--- config.mk ---
export PLATFORM = sky130hd
export DESIGN_NAME = uart_cfg_rx
export DESIGN_NICKNAME = d
export VERILOG_FILES = /design/src/rtl/uart_cfg_pkg.sv /design/src/rtl/uart_rx_byte.sv /design/src/rtl/uart_cfg_rx.sv
export SDC_FILE = /design/constraint.sdc
export NUM_CORES = 1
export LEC_CHECK = 0
export ABC_AREA = 1
export CAP_MARGIN = 20
export CELL_PAD_IN_SITES_DETAIL_PLACEMENT = 1
export CELL_PAD_IN_SITES_GLOBAL_PLACEMENT = 1
export CORE_MARGIN = 2
export CORE_UTILIZATION = 46
export CTS_BUF_LIST = sky130_fd_sc_hd__clkbuf_16
export DETAILED_ROUTE_END_ITERATION = 8
export MAX_ROUTING_LAYER = met4
export PLACE_DENSITY_LB_ADDON = 0.1
export SETUP_SLACK_MARGIN = 0.02
export SKIP_CTS_REPAIR_TIMING = 1
export SLEW_MARGIN = 10
export SYNTH_ARGS = -nofsm -noshare
export SYNTH_HDL_FRONTEND = slang
export SYNTH_SLANG_ARGS = --single-unit
--- constraint.sdc ---
create_clock -name CLK -period 3.1 [get_ports CLK]
set_input_delay 0.465 -clock CLK [delete_from_list [all_inputs] [get_ports CLK]]
set_output_delay 0.465 -clock CLK [all_outputs]
set_load 0.01 [all_outputs]
--- src/rtl/uart_cfg_pkg.sv ---
// Shared constants, FSM state type and parity helper for the UART configuration receiver.
// The optional parity stage is enabled with the UART_CFG_PARITY_EN macro.
package uart_cfg_pkg;

   localparam int DATA_BITS  = 8;
   localparam int WORD_BYTES = 4;

   typedef enum logic [2:0] {
      IDLE,
      START,
      DATA,
      PARITY,
      STOP
   } rx_state_e;

   function automatic logic evenParity(input logic [DATA_BITS-1:0] data);
      return ^data;
   endfunction

endpackage

--- src/rtl/uart_rx_byte.sv ---
// Single-byte UART receiver: input synchronizer, frame state machine and bit timing.
// Macro UART_CFG_PARITY_EN inserts an even-parity bit between the data bits and the stop bit.
module uart_rx_byte
   import uart_cfg_pkg::*;
#(
   parameter int UART_DIV = 8
)
(
   input  logic                 clk_i,
   input  logic                 rst_i,
   input  logic                 rx_i,
   output logic [DATA_BITS-1:0] byte_o,
   output logic                 byte_valid_o,
   output logic                 frame_err_o,
   output logic                 busy_o
);

   localparam logic [15:0] HALF_LOAD = 16'(UART_DIV / 2 - 1);
   localparam logic [15:0] BIT_LOAD  = 16'(UART_DIV - 1);
   localparam logic [2:0]  LAST_BIT  = 3'(DATA_BITS - 1);

   logic                 sync1_q;
   logic                 sync2_q;
   rx_state_e            state_q, state_d;
   logic [15:0]          cnt_q, cnt_d;
   logic [2:0]           bitIdx_q, bitIdx_d;
   logic [DATA_BITS-1:0] shift_q, shift_d;
   logic                 stopOk;
`ifdef UART_CFG_PARITY_EN
   logic                 parErr_q, parErr_d;
`endif

   // Two-flop synchronizer; resets to the idle-high line level so reset never looks like a start bit.
   always_ff @(posedge clk_i) begin
      if (rst_i) begin
         sync1_q <= 1'b1;
         sync2_q <= 1'b1;
      end else begin
         sync1_q <= rx_i;
         sync2_q <= sync1_q;
      end
   end

   always_ff @(posedge clk_i) begin
      if (rst_i) begin
         state_q  <= IDLE;
         cnt_q    <= '0;
         bitIdx_q <= '0;
         shift_q  <= '0;
`ifdef UART_CFG_PARITY_EN
         parErr_q <= 1'b0;
`endif
      end else begin
         state_q  <= state_d;
         cnt_q    <= cnt_d;
         bitIdx_q <= bitIdx_d;
         shift_q  <= shift_d;
`ifdef UART_CFG_PARITY_EN
         parErr_q <= parErr_d;
`endif
      end
   end

   // A sample is taken whenever the bit counter has run down to zero.
   always_comb begin
      state_d      = state_q;
      cnt_d        = cnt_q;
      bitIdx_d     = bitIdx_q;
      shift_d      = shift_q;
      byte_valid_o = 1'b0;
      frame_err_o  = 1'b0;
`ifdef UART_CFG_PARITY_EN
      parErr_d     = parErr_q;
      stopOk       = sync2_q && !parErr_q;
`else
      stopOk       = sync2_q;
`endif
      case (state_q)
         IDLE: begin
            if (!sync2_q) begin
               state_d = START;
               cnt_d   = HALF_LOAD;
            end
         end
         START: begin
            if (cnt_q != 16'd0) begin
               cnt_d = cnt_q - 16'd1;
            end else if (!sync2_q) begin
               state_d  = DATA;
               cnt_d    = BIT_LOAD;
               bitIdx_d = '0;
            end else begin
               state_d = IDLE;
            end
         end
         DATA: begin
            if (cnt_q != 16'd0) begin
               cnt_d = cnt_q - 16'd1;
            end else begin
               shift_d  = {sync2_q, shift_q[DATA_BITS-1:1]};
               cnt_d    = BIT_LOAD;
               bitIdx_d = bitIdx_q + 3'd1;
               if (bitIdx_q == LAST_BIT) begin
`ifdef UART_CFG_PARITY_EN
                  state_d = PARITY;
`else
                  state_d = STOP;
`endif
               end
            end
         end
`ifdef UART_CFG_PARITY_EN
         PARITY: begin
            if (cnt_q != 16'd0) begin
               cnt_d = cnt_q - 16'd1;
            end else begin
               parErr_d = sync2_q ^ evenParity(shift_q);
               cnt_d    = BIT_LOAD;
               state_d  = STOP;
            end
         end
`endif
         // Leave at mid stop bit so a following start edge is never missed.
         STOP: begin
            if (cnt_q != 16'd0) begin
               cnt_d = cnt_q - 16'd1;
            end else begin
               state_d = IDLE;
               cnt_d   = '0;
               if (stopOk) begin
                  byte_valid_o = 1'b1;
               end else begin
                  frame_err_o = 1'b1;
               end
            end
         end
         default: begin
            state_d = IDLE;
            cnt_d   = '0;
         end
      endcase
   end

   assign byte_o = shift_q;
   assign busy_o = (state_q != IDLE);

endmodule

--- src/rtl/uart_cfg_rx.sv ---
// UART configuration receiver: gathers four bytes big-endian into a 32-bit word and drops stale partial words.
// Build with UART_CFG_PARITY_EN to expect an even-parity bit in every frame.
module uart_cfg_rx
   import uart_cfg_pkg::*;
#(
   parameter int UART_DIV     = 8,
   parameter int IDLE_TIMEOUT = 64
)
(
   input  logic        CLK,
   input  logic        RST,
   input  logic        Rx,
   output logic [31:0] WriteData,
   output logic        WriteStrobe,
   output logic        ComActive,
   output logic        ReceiveLED,
   output logic        FrameErr
);

   localparam int          PART_W       = (WORD_BYTES - 1) * DATA_BITS;
   localparam logic [1:0]  LAST_IDX     = 2'(WORD_BYTES - 1);
   localparam logic [31:0] TIMEOUT_LAST = 32'(IDLE_TIMEOUT * UART_DIV - 1);

   logic [DATA_BITS-1:0] rxByte;
   logic                 byteValid;
   logic                 frameErrRaw;
   logic                 busy;

   logic [1:0]        idx_q, idx_d;
   logic [PART_W-1:0] partial_q, partial_d;
   logic [31:0]       wdata_q, wdata_d;
   logic              strobe_q, strobe_d;
   logic              ferr_q, ferr_d;
   logic [31:0]       idleCnt_q, idleCnt_d;

   uart_rx_byte #(
      .UART_DIV(UART_DIV)
   ) u_rx_byte (
      .clk_i        (CLK),
      .rst_i        (RST),
      .rx_i         (Rx),
      .byte_o       (rxByte),
      .byte_valid_o (byteValid),
      .frame_err_o  (frameErrRaw),
      .busy_o       (busy)
   );

   always_ff @(posedge CLK) begin
      if (RST) begin
         idx_q     <= '0;
         partial_q <= '0;
         wdata_q   <= '0;
         strobe_q  <= 1'b0;
         ferr_q    <= 1'b0;
         idleCnt_q <= '0;
      end else begin
         idx_q     <= idx_d;
         partial_q <= partial_d;
         wdata_q   <= wdata_d;
         strobe_q  <= strobe_d;
         ferr_q    <= ferr_d;
         idleCnt_q <= idleCnt_d;
      end
   end

   // Earlier bytes shift up through the partial register so the first byte lands in the top lane.
   always_comb begin
      idx_d     = idx_q;
      partial_d = partial_q;
      wdata_d   = wdata_q;
      strobe_d  = 1'b0;
      ferr_d    = 1'b0;
      idleCnt_d = '0;
      if (frameErrRaw) begin
         ferr_d = 1'b1;
         idx_d  = '0;
      end else if (byteValid) begin
         if (idx_q == LAST_IDX) begin
            wdata_d  = {partial_q, rxByte};
            strobe_d = 1'b1;
            idx_d    = '0;
         end else begin
            partial_d = {partial_q[PART_W-DATA_BITS-1:0], rxByte};
            idx_d     = idx_q + 2'd1;
         end
      end else if (!busy && (idx_q != 2'd0)) begin
         if (idleCnt_q == TIMEOUT_LAST) begin
            idx_d = '0;
         end else begin
            idleCnt_d = idleCnt_q + 32'd1;
         end
      end
   end

   assign WriteData   = wdata_q;
   assign WriteStrobe = strobe_q;
   assign FrameErr    = ferr_q;
   assign ComActive   = (idx_q != 2'd0);
   assign ReceiveLED  = busy;

endmodule
Word-level counts from Yosys, hierarchy flattened
Cells that the tools add are included.

Mux-type cells: 29. Add/sub/neg operators: 4. Magnitude comparators: 0. Reduce and logical (&&, ||, !) cells: 19. Bitwise gates (word level): 5. $mul: 0. Div/mod/pow operators: 0. Equality and inequality tests: 13. Shift operators: 0.

Operators by type and width (number): $mux 16 (5); $pmux 16 s4 (1); $add 32x1->32 const B (1); $eq 32x9->1 const B (1); $mux 3 (8); $reduce_bool 16->1 (1); $sub 16x1->16 const B (1); $pmux 3 s4 (1); $mux 2 (5); $ne 2x2->1 const B (5); $mux 1 (8); $reduce_bool 2->1 (4); $eq 3x3->1 const B (2); $pmux 3 s2 (1); $reduce_and 2->1 (3); $reduce_and 3->1 (2); $not 1->1 (5); $reduce_and 5->1 (1); $reduce_or 5->1 (1); $reduce_and 4->1 (1); $add 3x1->3 const B (1); $eq 3x1->1 const B (1); $eq 3x2->1 const B (1); $logic_not 3->1 (1); 9 further kinds (9).

Bits in latches: 0. Output and inout port bits: 36. ROM bits: 0. Input bits: 3. Memory bits (writable): 0. Word-level logic and storage cells: 82. Register bits: 124. Memories kept: 0.

Depth between registers and ports, before layout
Depth in word-level cells: 5. Gate-level depth with buffers: 11. Depth with buffers taken out: 11.

Hierarchy
A second synthesis with hierarchy kept.

Cell total of the unflattened synthesis: 830. Area total of the unflattened synthesis: 5816.8 um^2.

By module, submodules not included: uart_cfg_rx (area an instance 3966.3 um^2, cells an instance 556, times used 1, seq. area each 1841.8 um^2); uart_rx_byte (area an instance 1850.5 um^2, cells an instance 274, times used 1, seq. area each 640.6 um^2).

Worst setup path before layout
No wires, ideal clock.

Path type: reg2reg. Start: register u_rx_byte.cnt_q[0]. End: register partial_q[10]. Path slack: 1.448 ns. Stages on the path, launching flop included: 11. Arrival: 1.536 ns. Library setup time: 0.116 ns. Path buffers: 1. Cell sequence: dfxtp_1 > inv_1 > ha_1 > nand2_2 > nor2_2 > nand2_2 > nor3_4 > nand2_2 > clkbuf_2 > o21ai_0 > nor2_1.

Cells in the longest elaborated chain, start to end: 5.

Ends and longest elaborated chain: from (decl) (line uart_rx_byte.sv:25) `logic [15:0] cnt_q, cnt_d;`; from (signal assigned) (line uart_rx_byte.sv:55) `cnt_q <= cnt_d;`; $reduce_bool 16->1 * (line uart_rx_byte.sv:125) `if (cnt_q != 16'd0) begin`; $mux 1 (line uart_rx_byte.sv:125); $mux 1 (line uart_rx_byte.sv:78) `case (state_q)`; $not 1->1 (no source line); $reduce_and 3->1 (no source line) *; to (signal assigned) (line uart_cfg_rx.sv:58) `partial_q <= partial_d;`; to (decl) (line uart_cfg_rx.sv:30) `logic [PART_W-1:0] partial_q, partial_d;`.

Every way passes the cells marked *; elsewhere a longest branch is shown, timed or not. A chain may end at the register's enable or synchronous reset.

Worst setup path after layout
Start: register u_rx_byte.cnt_q[0]. End: register wdata_q[31] (netlist: WriteData[31]).

Cells in the longest elaborated chain, start to end: 5.

Ends and longest elaborated chain: $reduce_bool 16->1 * (line uart_rx_byte.sv:125); $mux 1 (line uart_rx_byte.sv:125); $mux 1 (line uart_rx_byte.sv:78); $not 1->1 (no source line); $reduce_and 3->1 (no source line) *; to (signal assigned) (line uart_cfg_rx.sv:59) `wdata_q <= wdata_d;`; to (decl) (line uart_cfg_rx.sv:31) `logic [31:0] wdata_q, wdata_d;`.

Marks and branches as above.

==> flow_summary.toml <==
[critical_path]
r2r_cells = 10
crit_type = "reg -> reg"
crit_arrival_ps = 2800
rr_startpoint = "u_rx_byte.cnt_q[0]"
r2r_slack_ps = 660
startpoint_type = "flip-flop"
worst_r2r_endpoint = "WriteData[31]"
crit_fanout = 33
required_ps = 3450
cp-end-kind = "flip-flop"
crit_path_end = "WriteData[31]"
startpoint = "u_rx_byte.cnt_q[0]"

[floorplanning]
std_cell_rows = 40
die_w_um = 115
ioPinCount = 39
die_area_mm2 = 0.0133
die_h_um = 115
core_mm2 = 0.0120
start_util_pct = 47.3

[route]
via_count = 5374
antenna_left = 0
vias_per_cell = 5.24
wl_um = 15800
wl_per_cell_um = 15.4
route.detailed.drc = 0
drtIter0Drc = 249
firstDrtPassIters = 4

[sta]
setup_viol = 0
drv_slew = 0
fin_crit_sh_pct = 78.8
fmax_mhz = 409
fin_skew_ps = 7.65
max-slew-margin-rel_pct = 40.8
hold_viol_final = 0
setup_tns_ps = 0
worstMarginPinSlew_ps = 884
post-route-min-period_ps = 2440
holdWs_ps = 414
rsz0062_at_grt = "no"

[layout]
syn2layout_area_growth_pct = 17.8
final_util_pct = 55.7
final_common_cell = "nor2_1"
layout.nets = 875
drive_gt1_share_pct = 5.12
diodes = 0
stdcell_count = 1026
nFillCells = 1602
mostFrequentLayoutCells = "226 x nor2_1, 151 x nand2_1, 124 x dfxtp_1"

[power]
power_density_mw_per_mm2 = 824
power_leakage_nw = 2.73
p_switching_mw = 2.07
switching_share_pct = 37.6
ir_drop_uv = 599
pwr-share-seq_pct = 33.7
combinationalPowerShare_pct = 32.2
clockPowerShare_pct = 34.1
p_int_mw = 3.44

[clock_network]
cts_made_buffers = 17
tritoncts = "built"
clkLatencyLatePin_ps = 420
htree_levels = 4
clk_pin_slew_worst_paths_ps = 60
clock-sinks = 124
clock_path_buffers = 2
clock-root-buffer = "clkbuf_16"

[global_route]
antenna_found_initial = 0
gr-total-overflow = 0
track_usage_pct = 26.3
grt_pass1_vias = 5564
grt_start_max_net_pins = 75
grt_pass1_wl_um = 26700

[worst_hold_path]
min_path_type = "reg -> reg"

[yosys]
synth_seq_cells = 124
syn_nets = 842
ys_warn_count = 0
yosysUniqueCellTypes = 31
avgSynthCellArea_um2 = 6.82
netlist_area_mm2 = 0.00568
syn_inst = 833
yosysSeqAreaShare_pct = 43.7

[run]
drv_cap = 0

[place]
port_buffers = 38
dp.cells = 994
dp_hpwl_um = 11000
place_congestion = 0.914

[run_status]
outcome = "finished clean"
-- layer usage --
metal	vias up	part of all wire, %	GRT usage [%]
met5	-	0	-
met4	0	1.2	7.31
met3	20	3.0	5.64
met2	83	50	45.5
met1	2574	45	30.9
li1	2697	-	-
-- power by group through the flow --
stage	clock network, mW	registers (mW)	logic (mW)
floorplan	0	1.85	1.37
global placement	0	1.88	1.68
detailed placement	0	1.89	1.76
CTS	1.90	1.86	1.78
global route	1.98	1.88	2.02
finish	1.88	1.86	1.78
-- layout make-up --
type	instances	area (um^2)	area share (%)
Multi-Input combinational cell	596	2740	40.9
Timing Repair Buffer	42	410	6.13
Clock inverter	15	133	1.98
Inverter	85	320	4.79
Clock buffer	17	425	6.36
Sequential cell	124	2480	37.1
Tap cell	147	184	2.75
-- synthesized netlist by cell type, drive strengths merged --
master,number,area share (%)
nor2,229,15
nand2,157,11
dfxtp,124,44
inv,84,5.6
o21ai,73,6.4
a21oi,30,2.6
nand3,27,2.4
xor2,18,2.8
clkbuf,17,1.2
nand4,17,1.9
nor3,16,1.6
buf,11,1.3
ha,6,1.3
xnor2,6,0.93
nand3b,4,0.53
o2111ai,4,0.62
nor4,3,0.33
or2,3,0.33
o21bai,2,0.26
clkinv,1,0.088
o211ai,1,0.13
-- sequential cells by signal, indices dropped and copies added, names as in the netlist, 2 cells and up --
register and cells:
idleCnt_q 32, WriteData 32, u_rx_byte.byte_o 8, u_rx_byte.cnt_q 16, idx_q 2, partial_q 24
u_rx_byte.bitIdx_q 3, u_rx_byte.state_q 3
-- worst max-delay path: stages (launching register included) --
cell	delay, ps
dfxtp_1	330
inv_1	90
ha_1	200
nand2_2	110
nor2_2	150
nand2_2	130
nor3_4	190
nand2_2	360
inv_2	560
nor2_1	100
nor2_1	130
-- how the worst min path moves through the flow --
stage	startpoint	to	slack [ps]	depth (start not counted)
final	u_rx_byte.sync1_q	u_rx_byte.stopOk	410	1
after detailed placement	u_rx_byte.sync1_q	u_rx_byte.stopOk	400	1
after floorplan	u_rx_byte.sync1_q	u_rx_byte.stopOk	390	1
after global routing	u_rx_byte.sync1_q	u_rx_byte.stopOk	430	1
after global placement	u_rx_byte.sync1_q	u_rx_byte.stopOk	390	1
after CTS	u_rx_byte.sync1_q	u_rx_byte.stopOk	410	1
-- per-stage QoR --
| stage | instance area (um^2) | worst slack [ps] | total power [mW] |
|---|---|---|---|
| 5_1_grt | 6690 | 368 | 5.88 |
| 3_5_place_dp | 6130 | 649 | 3.65 |
| 3_3_place_gp | 6130 | 854 | 3.55 |
| 6_report | 6690 | 657 | 5.51 |
| 2_1_floorplan | 5680 | 1450 | 3.22 |
| 4_1_cts | 6690 | 627 | 5.54 |
-- cell families (layout without fill, tap and decap cells) --
group                    count (synthesis)  in the layout  share of synthesized area, %
XOR/XNOR                                24             24                          3.70
buffers and inverters                  113            159                          8.15
flip-flops                             124            124                          43.7
AO/OA/AOI/OAI                          110            110                          10.1
AND/OR/NAND/NOR                        456            456                          33.0
adder cells (fa/ha/maj)                  6              6                          1.32
(Power assumes the default switching activity.)
